$ cat config.mk
export PLATFORM = sky130hd
export DESIGN_NAME = bsg_manycore_drlp_bcast_barrier_flat
export DESIGN_NICKNAME = d
export VERILOG_FILES = /design/src/rtl/bsg_manycore_drlp_bcast_barrier_if.sv /design/src/rtl/bsg_manycore_drlp_bcast_barrier.sv /design/src/flat_wrapper.sv
export SDC_FILE = /design/constraint.sdc
export NUM_CORES = 1
export LEC_CHECK = 0
export ABC_AREA = 1
export ABC_CLOCK_PERIOD_IN_PS = 2450
export BUFFER_PORTS_ARGS = -buffer_cell sky130_fd_sc_hd__buf_2
export CAP_MARGIN = 40
export CORE_ASPECT_RATIO = 1.4
export CORE_MARGIN = 2
export CORE_UTILIZATION = 50
export CTS_CLUSTER_SIZE = 30
export DETAILED_ROUTE_END_ITERATION = 10
export PLACE_DENSITY = 0.8
export SLEW_MARGIN = 10
export SYNTH_ARGS = -nofsm -noshare
export SYNTH_HDL_FRONTEND = slang
export SYNTH_SLANG_ARGS = --single-unit
$ cat constraint.sdc
create_clock -name clk_i -period 2.45 [get_ports clk_i]
set_input_delay 0.245 -clock clk_i [delete_from_list [all_inputs] [get_ports clk_i]]
set_output_delay 0.245 -clock clk_i [all_outputs]
set_load 0.005 [all_outputs]
$ cat src/rtl/bsg_manycore_drlp_bcast_barrier_if.sv
// Bus bundle for the DRLP broadcast/barrier engine.
// Job request, master beat stream, slave broadcast, slave ready/done, and
// completion report. The slave modport is the engine side; the master
// modport is the master tile / slave row environment side.
interface bsg_manycore_drlp_bcast_barrier_if #(
   parameter int num_slaves_p  = 15,
   parameter int data_width_p  = 32,
   parameter int beats_width_p = 9
);
   logic                     job_v_i;
   logic                     job_ready_o;
   logic [num_slaves_p-1:0]  job_mask_i;
   logic [beats_width_p-1:0] job_beats_i;
   logic                     data_v_i;
   logic [data_width_p-1:0]  data_i;
   logic                     data_yumi_o;
   logic                     bcast_v_o;
   logic [data_width_p-1:0]  bcast_data_o;
   logic                     bcast_last_o;
   logic [num_slaves_p-1:0]  bcast_mask_o;
   logic [num_slaves_p-1:0]  slave_ready_i;
   logic [num_slaves_p-1:0]  slave_done_i;
   logic                     busy_o;
   logic                     done_v_o;
   logic                     done_err_o;
   logic [num_slaves_p-1:0]  done_missing_o;

   modport slave (
      input  job_v_i, job_mask_i, job_beats_i,
      input  data_v_i, data_i,
      input  slave_ready_i, slave_done_i,
      output job_ready_o, data_yumi_o,
      output bcast_v_o, bcast_data_o, bcast_last_o, bcast_mask_o,
      output busy_o, done_v_o, done_err_o, done_missing_o
   );

   modport master (
      output job_v_i, job_mask_i, job_beats_i,
      output data_v_i, data_i,
      output slave_ready_i, slave_done_i,
      input  job_ready_o, data_yumi_o,
      input  bcast_v_o, bcast_data_o, bcast_last_o, bcast_mask_o,
      input  busy_o, done_v_o, done_err_o, done_missing_o
   );
endinterface

$ cat src/rtl/bsg_manycore_drlp_bcast_barrier.sv
// Broadcast-and-barrier engine: streams a job's beats to a masked set of
// DRLP slaves, then waits for their sticky done flags or a timeout.
// Ports: clk_i, reset_n_i (async active-low), bus (engine-side modport).
module bsg_manycore_drlp_bcast_barrier #(
   parameter int num_slaves_p     = 15,
   parameter int data_width_p     = 32,
   parameter int max_beats_p      = 304,
   parameter int timeout_cycles_p = 4096
) (
   input logic clk_i,
   input logic reset_n_i,
   bsg_manycore_drlp_bcast_barrier_if.slave bus
);
   localparam int beats_width_lp =
      (max_beats_p + 1 > 1) ? $clog2(max_beats_p + 1) : 1;
   localparam int cnt_width_lp =
      (timeout_cycles_p + 1 > 1) ? $clog2(timeout_cycles_p + 1) : 1;
   localparam logic [cnt_width_lp-1:0] cnt_last_lp =
      cnt_width_lp'((timeout_cycles_p == 0) ? 0 : timeout_cycles_p - 1);
   localparam logic [beats_width_lp-1:0] max_beats_lp =
      beats_width_lp'(max_beats_p);

   typedef enum logic [1:0] {IDLE, BCAST, WAIT_DONE, REPORT} state_e;

   state_e state_r, state_n;

   logic [num_slaves_p-1:0]   mask_r;
   logic [num_slaves_p-1:0]   sticky_r;
   logic [beats_width_lp-1:0] beats_left_r;
   logic                      bv_r;
   logic                      last_r;
   logic [data_width_p-1:0]   data_r;
   logic [cnt_width_lp-1:0]   cnt_r;
   logic                      err_r;

   logic                      accept;
   logic                      fire;
   logic                      yumi;
   logic                      complete;
   logic                      expire;
   logic                      sticky_en;
   logic [num_slaves_p-1:0]   seen;

   assign accept    = (state_r == IDLE) & bus.job_v_i;
   // Unmasked slaves never hold a beat back.
   assign fire      = bv_r & (&(bus.slave_ready_i | ~mask_r));
   assign yumi      = (state_r == BCAST) & bus.data_v_i
                    & (beats_left_r != '0) & (~bv_r | fire);
   assign sticky_en = (state_r == BCAST) | (state_r == WAIT_DONE);
   // Same-cycle done counts toward completion.
   assign seen      = sticky_r | (bus.slave_done_i & mask_r);
   assign complete  = &(seen | ~mask_r);
   assign expire    = (timeout_cycles_p != 0) && (cnt_r == cnt_last_lp);

   always_ff @(posedge clk_i or negedge reset_n_i) begin
      if (!reset_n_i) state_r <= IDLE;
      else            state_r <= state_n;
   end

   always_comb begin
      state_n             = state_r;
      bus.job_ready_o     = 1'b0;
      bus.busy_o          = 1'b1;
      bus.bcast_mask_o    = mask_r;
      bus.done_v_o        = 1'b0;
      bus.done_err_o      = 1'b0;
      bus.done_missing_o  = '0;
      unique case (state_r)
         IDLE: begin
            bus.job_ready_o  = 1'b1;
            bus.busy_o       = 1'b0;
            bus.bcast_mask_o = '0;
            if (accept)
               state_n = (bus.job_beats_i == '0) ? WAIT_DONE : BCAST;
         end
         BCAST: begin
            if (fire & last_r) state_n = WAIT_DONE;
         end
         WAIT_DONE: begin
            if (complete | expire) state_n = REPORT;
         end
         REPORT: begin
            bus.done_v_o       = 1'b1;
            bus.done_err_o     = err_r;
            bus.done_missing_o = mask_r & ~sticky_r;
            state_n            = IDLE;
         end
         default: state_n = IDLE;
      endcase
   end

   always_ff @(posedge clk_i or negedge reset_n_i) begin
      if (!reset_n_i) begin
         mask_r       <= '0;
         sticky_r     <= '0;
         beats_left_r <= '0;
         bv_r         <= 1'b0;
         last_r       <= 1'b0;
         data_r       <= '0;
         cnt_r        <= '0;
         err_r        <= 1'b0;
      end else begin
         if (accept) begin
            mask_r       <= bus.job_mask_i;
            beats_left_r <= bus.job_beats_i;
            sticky_r     <= '0;
         end else if (sticky_en) begin
            sticky_r <= seen;
         end
         if (yumi) begin
            data_r       <= bus.data_i;
            bv_r         <= 1'b1;
            last_r       <= (beats_left_r == beats_width_lp'(1));
            beats_left_r <= beats_left_r - beats_width_lp'(1);
         end else if (fire) begin
            bv_r   <= 1'b0;
            last_r <= 1'b0;
         end
         if (state_r == WAIT_DONE) cnt_r <= cnt_r + cnt_width_lp'(1);
         else                      cnt_r <= '0;
         // On the exit cycle this holds 1 only for a timeout exit.
         if (state_r == WAIT_DONE) err_r <= ~complete;
      end
   end

   assign bus.data_yumi_o  = yumi;
   assign bus.bcast_v_o    = bv_r;
   assign bus.bcast_data_o = data_r;
   assign bus.bcast_last_o = last_r;

   a_beats_legal: assert property (@(posedge clk_i) disable iff (!reset_n_i)
      accept |-> (bus.job_beats_i <= max_beats_lp));
endmodule

$ cat src/flat_wrapper.sv
// flat-port wrapper written by rule: the top's interface ports become plain ports
module bsg_manycore_drlp_bcast_barrier_flat 
#(
   parameter int num_slaves_p     = 15,
   parameter int data_width_p     = 32,
   parameter int max_beats_p      = 304,
   parameter int timeout_cycles_p = 4096
)
  (clk_i, reset_n_i, bus_job_v_i, bus_job_mask_i, bus_job_beats_i, bus_data_v_i, bus_data_i, bus_slave_ready_i, bus_slave_done_i, bus_job_ready_o, bus_data_yumi_o, bus_bcast_v_o, bus_bcast_data_o, bus_bcast_last_o, bus_bcast_mask_o, bus_busy_o, bus_done_v_o, bus_done_err_o, bus_done_missing_o);
  bsg_manycore_drlp_bcast_barrier_if #(.num_slaves_p(num_slaves_p), .data_width_p(data_width_p), .beats_width_p(($clog2((304) + 1)))) bus_i ();
  input logic clk_i;
  input logic reset_n_i;
  input wire logic [$bits(bus_i.job_v_i)-1:0] bus_job_v_i;
  input wire logic [$bits(bus_i.job_mask_i)-1:0] bus_job_mask_i;
  input wire logic [$bits(bus_i.job_beats_i)-1:0] bus_job_beats_i;
  input wire logic [$bits(bus_i.data_v_i)-1:0] bus_data_v_i;
  input wire logic [$bits(bus_i.data_i)-1:0] bus_data_i;
  input wire logic [$bits(bus_i.slave_ready_i)-1:0] bus_slave_ready_i;
  input wire logic [$bits(bus_i.slave_done_i)-1:0] bus_slave_done_i;
  output wire logic [$bits(bus_i.job_ready_o)-1:0] bus_job_ready_o;
  output wire logic [$bits(bus_i.data_yumi_o)-1:0] bus_data_yumi_o;
  output wire logic [$bits(bus_i.bcast_v_o)-1:0] bus_bcast_v_o;
  output wire logic [$bits(bus_i.bcast_data_o)-1:0] bus_bcast_data_o;
  output wire logic [$bits(bus_i.bcast_last_o)-1:0] bus_bcast_last_o;
  output wire logic [$bits(bus_i.bcast_mask_o)-1:0] bus_bcast_mask_o;
  output wire logic [$bits(bus_i.busy_o)-1:0] bus_busy_o;
  output wire logic [$bits(bus_i.done_v_o)-1:0] bus_done_v_o;
  output wire logic [$bits(bus_i.done_err_o)-1:0] bus_done_err_o;
  output wire logic [$bits(bus_i.done_missing_o)-1:0] bus_done_missing_o;
  assign bus_i.job_v_i = bus_job_v_i;
  assign bus_i.job_mask_i = bus_job_mask_i;
  assign bus_i.job_beats_i = bus_job_beats_i;
  assign bus_i.data_v_i = bus_data_v_i;
  assign bus_i.data_i = bus_data_i;
  assign bus_i.slave_ready_i = bus_slave_ready_i;
  assign bus_i.slave_done_i = bus_slave_done_i;
  assign bus_job_ready_o = bus_i.job_ready_o;
  assign bus_data_yumi_o = bus_i.data_yumi_o;
  assign bus_bcast_v_o = bus_i.bcast_v_o;
  assign bus_bcast_data_o = bus_i.bcast_data_o;
  assign bus_bcast_last_o = bus_i.bcast_last_o;
  assign bus_bcast_mask_o = bus_i.bcast_mask_o;
  assign bus_busy_o = bus_i.busy_o;
  assign bus_done_v_o = bus_i.done_v_o;
  assign bus_done_err_o = bus_i.done_err_o;
  assign bus_done_missing_o = bus_i.done_missing_o;
  bsg_manycore_drlp_bcast_barrier #(.num_slaves_p(num_slaves_p), .data_width_p(data_width_p), .max_beats_p(max_beats_p), .timeout_cycles_p(timeout_cycles_p)) u_core (.clk_i(clk_i), .reset_n_i(reset_n_i), .bus(bus_i));
endmodule
==> metrics.txt, run 1 <==
status=finished, final reports clean; Yosys top cell by area=dfrtp_1; Total Nets Final=825; FP Rows=40; Crit Path Max Fanout=17; Final WS setup=0.171 ns; synthesized area=0.00443 mm²; clk buf depth=2; Total Wirelength=11300 µm; share of total power in sequential cells=39.0%; post-synthesis sequential area ratio=50.3%; Num CTS Buffers=9; vias in the first global route=4257; Fmax=439 MHz; initial core utilization=51.4%; Final HPWL DP=8430 µm; Syn Nets=669; Int Pwr=3.87 mW; Logic pwr share=39.7%; CP Class=reg2out; setup slack at placement=0.391 ns; PwrDens=1130 mW/mm²; area post-placement=0.00530 mm²; Unique masters post-synth=29; share of the synthesized area in the top cell type=50.3%; Routed wire per std cell=13.5 µm; Syn Area/Cell=7.74 µm²; CP endpoint kind=output pin; Async S/R FF share, synth=100%; CTS tree=yes; IO Count=159; share of cells above drive strength 1=26.1%; synth top area cells=dfrtp_1 (50%), nand2_1 (16%), inv_1 (5.7%); DRT iter0 DRCs=214; synthesis warning total=0; FF-to-FF setup slack=0.42 ns; slew margin rel.=56.4%; Total Routing Usage GR=24.6%; synthesis-to-layout area growth=26.8%; worst vdd ir=0.623 mV; Post-CTS Setup Inserts=0; area of the multi-input gates=0.00183 mm²; fin crit share=93.0%; Final ANT Viol Nets=0; clk sinks=89; GP Congestion=0.851; worst r2r path cells=10; vias=4261; H-tree depth=3; CTS clock-pin slew for the worst setup and hold paths=0.06 ns; Root Buffer Master=clkbuf_16; Final min period=2.28 ns; startpoint types=register; die footprint=0.00963 mm²; CP required=2.20 ns; die height=115 µm; Final Skew=0.00458 ns; initial antenna violation count=0; global route overflow=0; DRT Pass-1 Iters=4; CORE AREA=0.00861 mm²; worst hold endpoint=u_core.bus.bcast_data_o[4]; Hold Path Class=in2reg; Net Sw Frac=39.1%; Sequential Area=0.00223 mm²; Max Cap Viol=0; Post-synth EDFFs=0; Pleak=3.19 nW; register bit total from synthesis=89; Clock power frac=21.3%; Avg Vias per Cell=5.09; commonest cells after routing, fill and taps aside=nand2_1 (193), buf_2 (157), dfrtp_1 (89); Hold Vio Cnt, Final=0; max-slew violation count=0; first-pass GRT wire length=19000 µm; Final Setup Violations=0; final instance area=0.00561 mm²; DRC violations left=0; ant diodes=0; RR Startpoint=u_core.beats_left_r[0]; transition time of the tightest slew-check pin=0.654 ns; Fillers=781; Psw=2.49 mW; hold path startpoint=bus_data_i[4]; dominant synthesized flop cell=dfrtp_1; total negative slack=0 ns; hold path cells=3; critical path arrival=2.03 ns; clk_lat worst skew=0.33 ns; synthesized instance count=572; most common cell after layout, fill and taps aside=nand2_1; unrepaired setup endpoints after global routing=no; Port Buf Inserts=158; pin count of the biggest net entering global routing=49; die width=83.5 µm; FF-to-FF End=u_core.bus.bcast_data_o[18]
==> metal layers <==
metal / vias to the layer above / share of wire, % / track usage, %
met3: 28 / 6.2 / 5.31
met2: 152 / 51 / 43.2
li1: 2097 / - / -
met1: 1984 / 40 / 29.2
met5: - / 0 / 0
met4: 0 / 2.6 / 10.8
==> synth_stat cells, types with 2 or more instances <==
cell	instances
nand4_1	3
nand2_2	2
inv_2	4
nand2_1	193
dfrtp_1	89
inv_1	67
nor3_1	20
nor2_1	41
nor2_2	3
clkbuf_1	10
ha_1	7
nand3b_1	16
xor2_1	8
buf_2	4
buf_4	5
a21oi_1	23
nand3_1	39
o21ai_0	27
==> worst max-delay path by stage <==
stage / startpoint / cells after the start / endpoint
finish: u_core.beats_left_r[0] / 8 / bus_data_yumi_o
global route: u_core.beats_left_r[0] / 8 / bus_data_yumi_o
CTS: u_core.beats_left_r[0] / 8 / bus_data_yumi_o
detailed placement: u_core.beats_left_r[0] / 10 / u_core.bus.bcast_data_o[18]
global placement: u_core.beats_left_r[0] / 10 / u_core.beats_left_r[0]
floorplan: u_core.state_r[0] / 10 / u_core.beats_left_r[5]
==> critical path: stages, from the launching register on <==
cell and delay [ns]:
dfrtp_1 0.38, inv_1 0.09, ha_1 0.25, nand3_2 0.12, nor2_2 0.07, a21oi_2 0.22, nand2_4 0.16, inv_2 0.25
buf_2 0.17
==> power by group through the flow <==
stage	Sequential, mW	Clock (mW)	Combinational, mW
after floorplan	2.42	0	1.59
after global placement	2.46	0	2.43
after detailed placement	2.47	0	2.54
after CTS	2.47	1.39	2.55
after global routing	2.56	1.45	2.88
final	2.48	1.36	2.53
==> registers in the layout, summed over array words and instances (netlist names) <==
register                 count
u_core.bus.bcast_last_o      1
u_core.bus.bcast_data_o     32
u_core.err_r                 1
u_core.mask_r               15
u_core.cnt_r                13
u_core.state_r               2
u_core.sticky_r             15
u_core.bus.bcast_v_o         1
u_core.beats_left_r          9
==> kinds of logic (layout without fill, tap and decap cells) <==
logic type                 after synthesis  after routing  share of synthesized area, %
buffers and inverters                   92            252                          8.51
adders and majority gates                7              7                          1.98
AOI/OAI and AO/OA                       56             56                          6.73
DFF                                     89             89                          50.3
and+or+nand+nor                        320            320                          30.9
xor gates and xnor gates                 8              8                          1.58
==> what timing repair did <==
action                     in CTS  in global routing
gates resized for setup         0                  1
hold endpoints to repair       41                  0
setup endpoints to repair       0                  1
hold buffers                    1                  0
==> stage by stage <==
step | util, % | cells | hold slack [ns] | total power [mW]
2_1_floorplan | - | 572 | -0.0506 | 4.01
3_3_place_gp | 61.6 | 821 | 0.260 | 4.88
3_5_place_dp | 61.6 | 821 | 0.264 | 5.01
4_1_cts | 65.1 | 837 | 0.0899 | 6.40
5_1_grt | 65.2 | 837 | 0.102 | 6.89
6_report | 65.2 | 837 | 0.102 | 6.36
==> layout make-up <==
type / instances / share of cell area, %
clock inverter: 3 / 0.713
clock buffer: 12 / 4.57
tap: 105 / 2.34
timing repair buffer: 165 / 15.3
inverter: 72 / 4.81
sequential: 89 / 39.7
multi-input combinational: 391 / 32.5
(Power assumes the default switching activity.)
==> run 2, diff against run 1 <==
CORE_UTILIZATION = 25   (was 50)
PLACE_DENSITY = 0.46   (was 0.8)
RECOVER_POWER = 100   (was default)
==> metrics.txt, run 2 (synthesized netlist as in run 1, its figures left out) <==
Fmax=463 MHz; initial core utilization=25.5%; FF-to-FF End=u_core.mask_r[14]; Final ANT Viol Nets=0; area post-placement=0.00548 mm²; H-tree depth=3; die height=161 µm; Root Buffer Master=clkbuf_16; CP endpoint kind=output pin; final instance area=0.00573 mm²; global route overflow=0; FF-to-FF setup slack=0.30 ns; RR Startpoint=u_core.state_r[0]; share of total power in sequential cells=38.4%; PwrDens=1120 mW/mm²; Avg Vias per Cell=4.28; startpoint types=register; max reg flops=32; FP Rows=57; DP Cell Count=954; CORE AREA=0.0173 mm²; most common cell after layout, fill and taps aside=nand2_1; Total Routing Usage GR=14.1%; unrepaired setup endpoints after global routing=no; vias=4168; total negative slack=0 ns; Total Nets Final=827; Max Cap Viol=0; IO Count=159; first-pass GRT wire length=21000 µm; setup slack at placement=0.519 ns; Final Setup Violations=0; die footprint=0.0188 mm²; clk_lat worst skew=0.34 ns; Num CTS Buffers=9; Final WS setup=0.291 ns; clk buf depth=2; Hold Path Class=in2reg; Final Skew=0.00572 ns; CP required=2.20 ns; worst vdd ir=0.404 mV; Clock power frac=23.4%; initial antenna violation count=2; GP Congestion=0.855; met3 wire len=812 µm; Net Sw Frac=39.2%; cells resized by post-CTS repair=0; slew margin rel.=34.1%; hold path cells=3; DRT Pass-1 Iters=4; DRC violations left=0; share of cells above drive strength 1=18.1%; worst r2r path cells=7; commonest cells after routing, fill and taps aside=nand2_1 (193), buf_2 (101), dfrtp_1 (89); Crit Path Max Fanout=13; Hold Vio Cnt, Final=0; Final HPWL DP=9630 µm; Final Non-Filler Cells=974; fin crit share=88.1%; Met2 Wirelength=6200 µm; clk sinks=89; Total Wirelength=12600 µm; CP Class=reg2out; Port Buf Inserts=158; vias in the first global route=4275; final core utilization=33.1%; Int Pwr=3.90 mW; worst hold endpoint=u_core.bus.bcast_data_o[2]; Final min period=2.16 ns; CTS clock-pin slew for the worst setup and hold paths=0.06 ns; pin count of the biggest net entering global routing=79; status=finished, final reports clean; met1 WL=5200 µm; max-slew violation count=0; hold path startpoint=bus_data_i[2]; DRT iter0 DRCs=183; die width=116 µm; hold_ws=0.0992 ns; synthesis-to-layout area growth=29.6%; transition time of the tightest slew-check pin=0.988 ns; total power=6.42 mW; Routed wire per std cell=13.0 µm; CTS tree=yes; Pleak=2.99 nW; Psw=2.52 mW; Logic pwr share=38.1%; critical path arrival=1.91 ns; top sig layer=met4
run 2: area by class of cell:
class	instances	area [µm²]
fillers	1891	11600
flip-flops and latches	89	2230
inverters	72	270
clock buffers	12	256
repair buffers	167	797
multi-input cells	391	1810
clock inverters	4	75.1
well taps	236	295
diodes	3	7.51
run 2: worst max-delay path by stage:
stage / start / to / slack [ns]
after floorplan: u_core.state_r[0] / u_core.beats_left_r[5] / 0.85
after global placement: u_core.mask_r[1] / u_core.bus.bcast_last_o / 0.56
after detailed placement: u_core.mask_r[1] / u_core.bus.bcast_data_o[31] / 0.52
after CTS: u_core.mask_r[5] / bus_data_yumi_o / 0.27
after global routing: u_core.state_r[1] / u_core.mask_r[7] / 0.09
final: u_core.beats_left_r[0] / bus_data_yumi_o / 0.29
run 2: repair_timing:
| action | in CTS | in global routing |
|---|---|---|
| endpoints found under the hold margin | 11 | 0 |
| setup endpoints to repair | 0 | 0 |
| hold buffers | 1 | 0 |
| setup buffers | 0 | 0 |
run 2: power by group through the flow:
stage                     sequential (mW)  clock, mW  combinational, mW
final                                2.47       1.51               2.45
after global routing                 2.55       1.64               2.86
after CTS                            2.46       1.57               2.61
after detailed placement             2.47          0               2.61
after global placement               2.47          0               2.58
after floorplan                      2.42          0               1.59
run 2: critical path: stages (launching register included):
cell	delay (ns)
dfrtp_1	0.37
inv_1	0.08
ha_1	0.22
nand3_1	0.15
nor2_1	0.10
a21oi_1	0.20
nand2_2	0.10
inv_2	0.20
buf_2	0.16
run 2: layer usage:
| layer | GRT usage (%) | vias to the layer above |
|---|---|---|
| li1 | - | 2104 |
| met1 | 17.2 | 1900 |
| met2 | 23.5 | 137 |
| met3 | 3.08 | 27 |
| met4 | 6.82 | 0 |
| met5 | 0 | - |
==> run 3, diff against run 2 <==
==> constraint.sdc (replaced) <==
create_clock -name clk_i -period 2.45 [get_ports clk_i]
set_input_delay 0.245 -clock clk_i [delete_from_list [all_inputs] [get_ports clk_i]]
set_output_delay 0.245 -clock clk_i [all_outputs]
set_load 0.01 [all_outputs]
==> metrics.txt, run 3 (synthesized netlist as in run 1, its figures left out) <==
cells resized by post-CTS repair=0; pin count of the biggest net entering global routing=60; vias in the first global route=4276; H-tree depth=3; Sequential Area=0.00223 mm²; synthesis-to-layout area growth=29.2%; initial core utilization=25.5%; share of cells above drive strength 1=16.3%; die footprint=0.0188 mm²; CTS tree=yes; Total Routing Usage GR=14.3%; IO Count=159; Final Setup Violations=0; most common cell after layout, fill and taps aside=nand2_1; Crit Path Max Fanout=59; CP required=2.68 ns; Final min period=2.21 ns; Port Buf Inserts=158; Max Cap Viol=0; status=finished, final reports clean; FP Rows=57; Root Buffer Master=clkbuf_16; max reg flops=32; PwrDens=1180 mW/mm²; Final Non-Filler Cells=968; Total Nets Final=825; Final Skew=0.00796 ns; DRT Pass-1 Iters=6; Hold Vio Cnt, Final=0; CP Class=reg2reg; DRT iter0 DRCs=139; vias=4141; final core utilization=33.0%; Routed wire per std cell=13.4 µm; gr busiest metal=met2; clk buf depth=2; clk sinks=89; area of the multi-input gates=0.00181 mm²; fin crit share=90.2%; initial antenna violation count=0; unrepaired setup endpoints after global routing=no; transition time of the tightest slew-check pin=0.984 ns; M3 GR Usage=3.00%; worst vdd ir=0.441 mV; hold_ws=0.0967 ns; critical path arrival=2.44 ns; Num CTS Buffers=9; Final ANT Viol Nets=0; Pleak=2.95 nW; DRC violations left=0; global route overflow=0; CTS clock-pin slew for the worst setup and hold paths=0.07 ns; die width=116 µm; die height=161 µm; max-slew violation count=0; startpoint types=register; DP Cell Count=952; total power=6.76 mW; Fmax=453 MHz; Fillers=1900; clk_lat worst skew=0.34 ns; GR Util met2=25.0%; Hold Path Class=in2reg; Avg Vias per Cell=4.28; total negative slack=0 ns; slew margin rel.=34.4%; first-pass GRT wire length=20800 µm; grt met1 use=16.7%; CP endpoint kind=register; CORE AREA=0.0173 mm²; ant diodes=0; commonest cells after routing, fill and taps aside=nand2_1 (194), buf_2 (89), dfrtp_1 (89); GP Congestion=0.830; Total Wirelength=13000 µm; Final HPWL DP=9700 µm
run 3: area by class of cell:
type / instances / share of cell area, %
clock buffer: 10 / 4.00
clock inverter: 5 / 2.25
inverter: 72 / 4.73
multi-input combinational: 391 / 31.7
sequential: 89 / 38.9
tap: 236 / 5.16
timing repair buffer: 165 / 13.2
run 3: what timing repair did:
item	CTS	global route
hold buffers	1	0
hold endpoints to repair	39	0
setup buffers	0	0
run 3: final timing paths:
path	startpoint	end	slack [ns]	cells past startpoint
max	u_core.beats_left_r[0]	u_core.beats_left_r[0]	0.24	10
min	bus_data_i[5]	u_core.bus.bcast_data_o[5]	0.1	3
max reg2reg	u_core.beats_left_r[0]	u_core.beats_left_r[0]	0.24	10
min reg2reg	u_core.cnt_r[0]	u_core.cnt_r[0]	0.47	1
max in group asynchronous	reset_n_i	u_core.cnt_r[5]	0.51	3
min in group asynchronous	reset_n_i	u_core.bus.bcast_data_o[3]	0.59	2
run 3: critical path, cell delays in order, from the launching register on:
cell	delay [ns]
dfrtp_1	0.39
inv_1	0.09
ha_1	0.21
nand3_2	0.11
nor2_1	0.21
a21oi_2	0.09
nand2_1	0.10
clkbuf_4	0.53
nand3_1	0.16
o21ai_0	0.12
inv_1	0.07
run 3: stage by stage:
step           setup slack [ns]  cell area [µm²]
2_1_floorplan             0.802             4430
6_report                  0.240             5720
3_5_place_dp              0.396             5470
5_1_grt                  0.0289             5720
3_3_place_gp              0.470             5470
4_1_cts                   0.200             5830
run 3: report_power, final:
group	switching, mW	total (mW)	internal, mW
Sequential	0.438	2.48	2.04
Combinational	1.73	2.61	0.879
Clock	0.578	1.67	1.10
Total	2.74	6.76	4.02
run 3: layer usage:
metal  up-vias  share of wire [%]
li1       2089                  -
met1      1916                 41
met2       122                 51
met3        14                6.0
met4         0                1.6
met5         -                  0
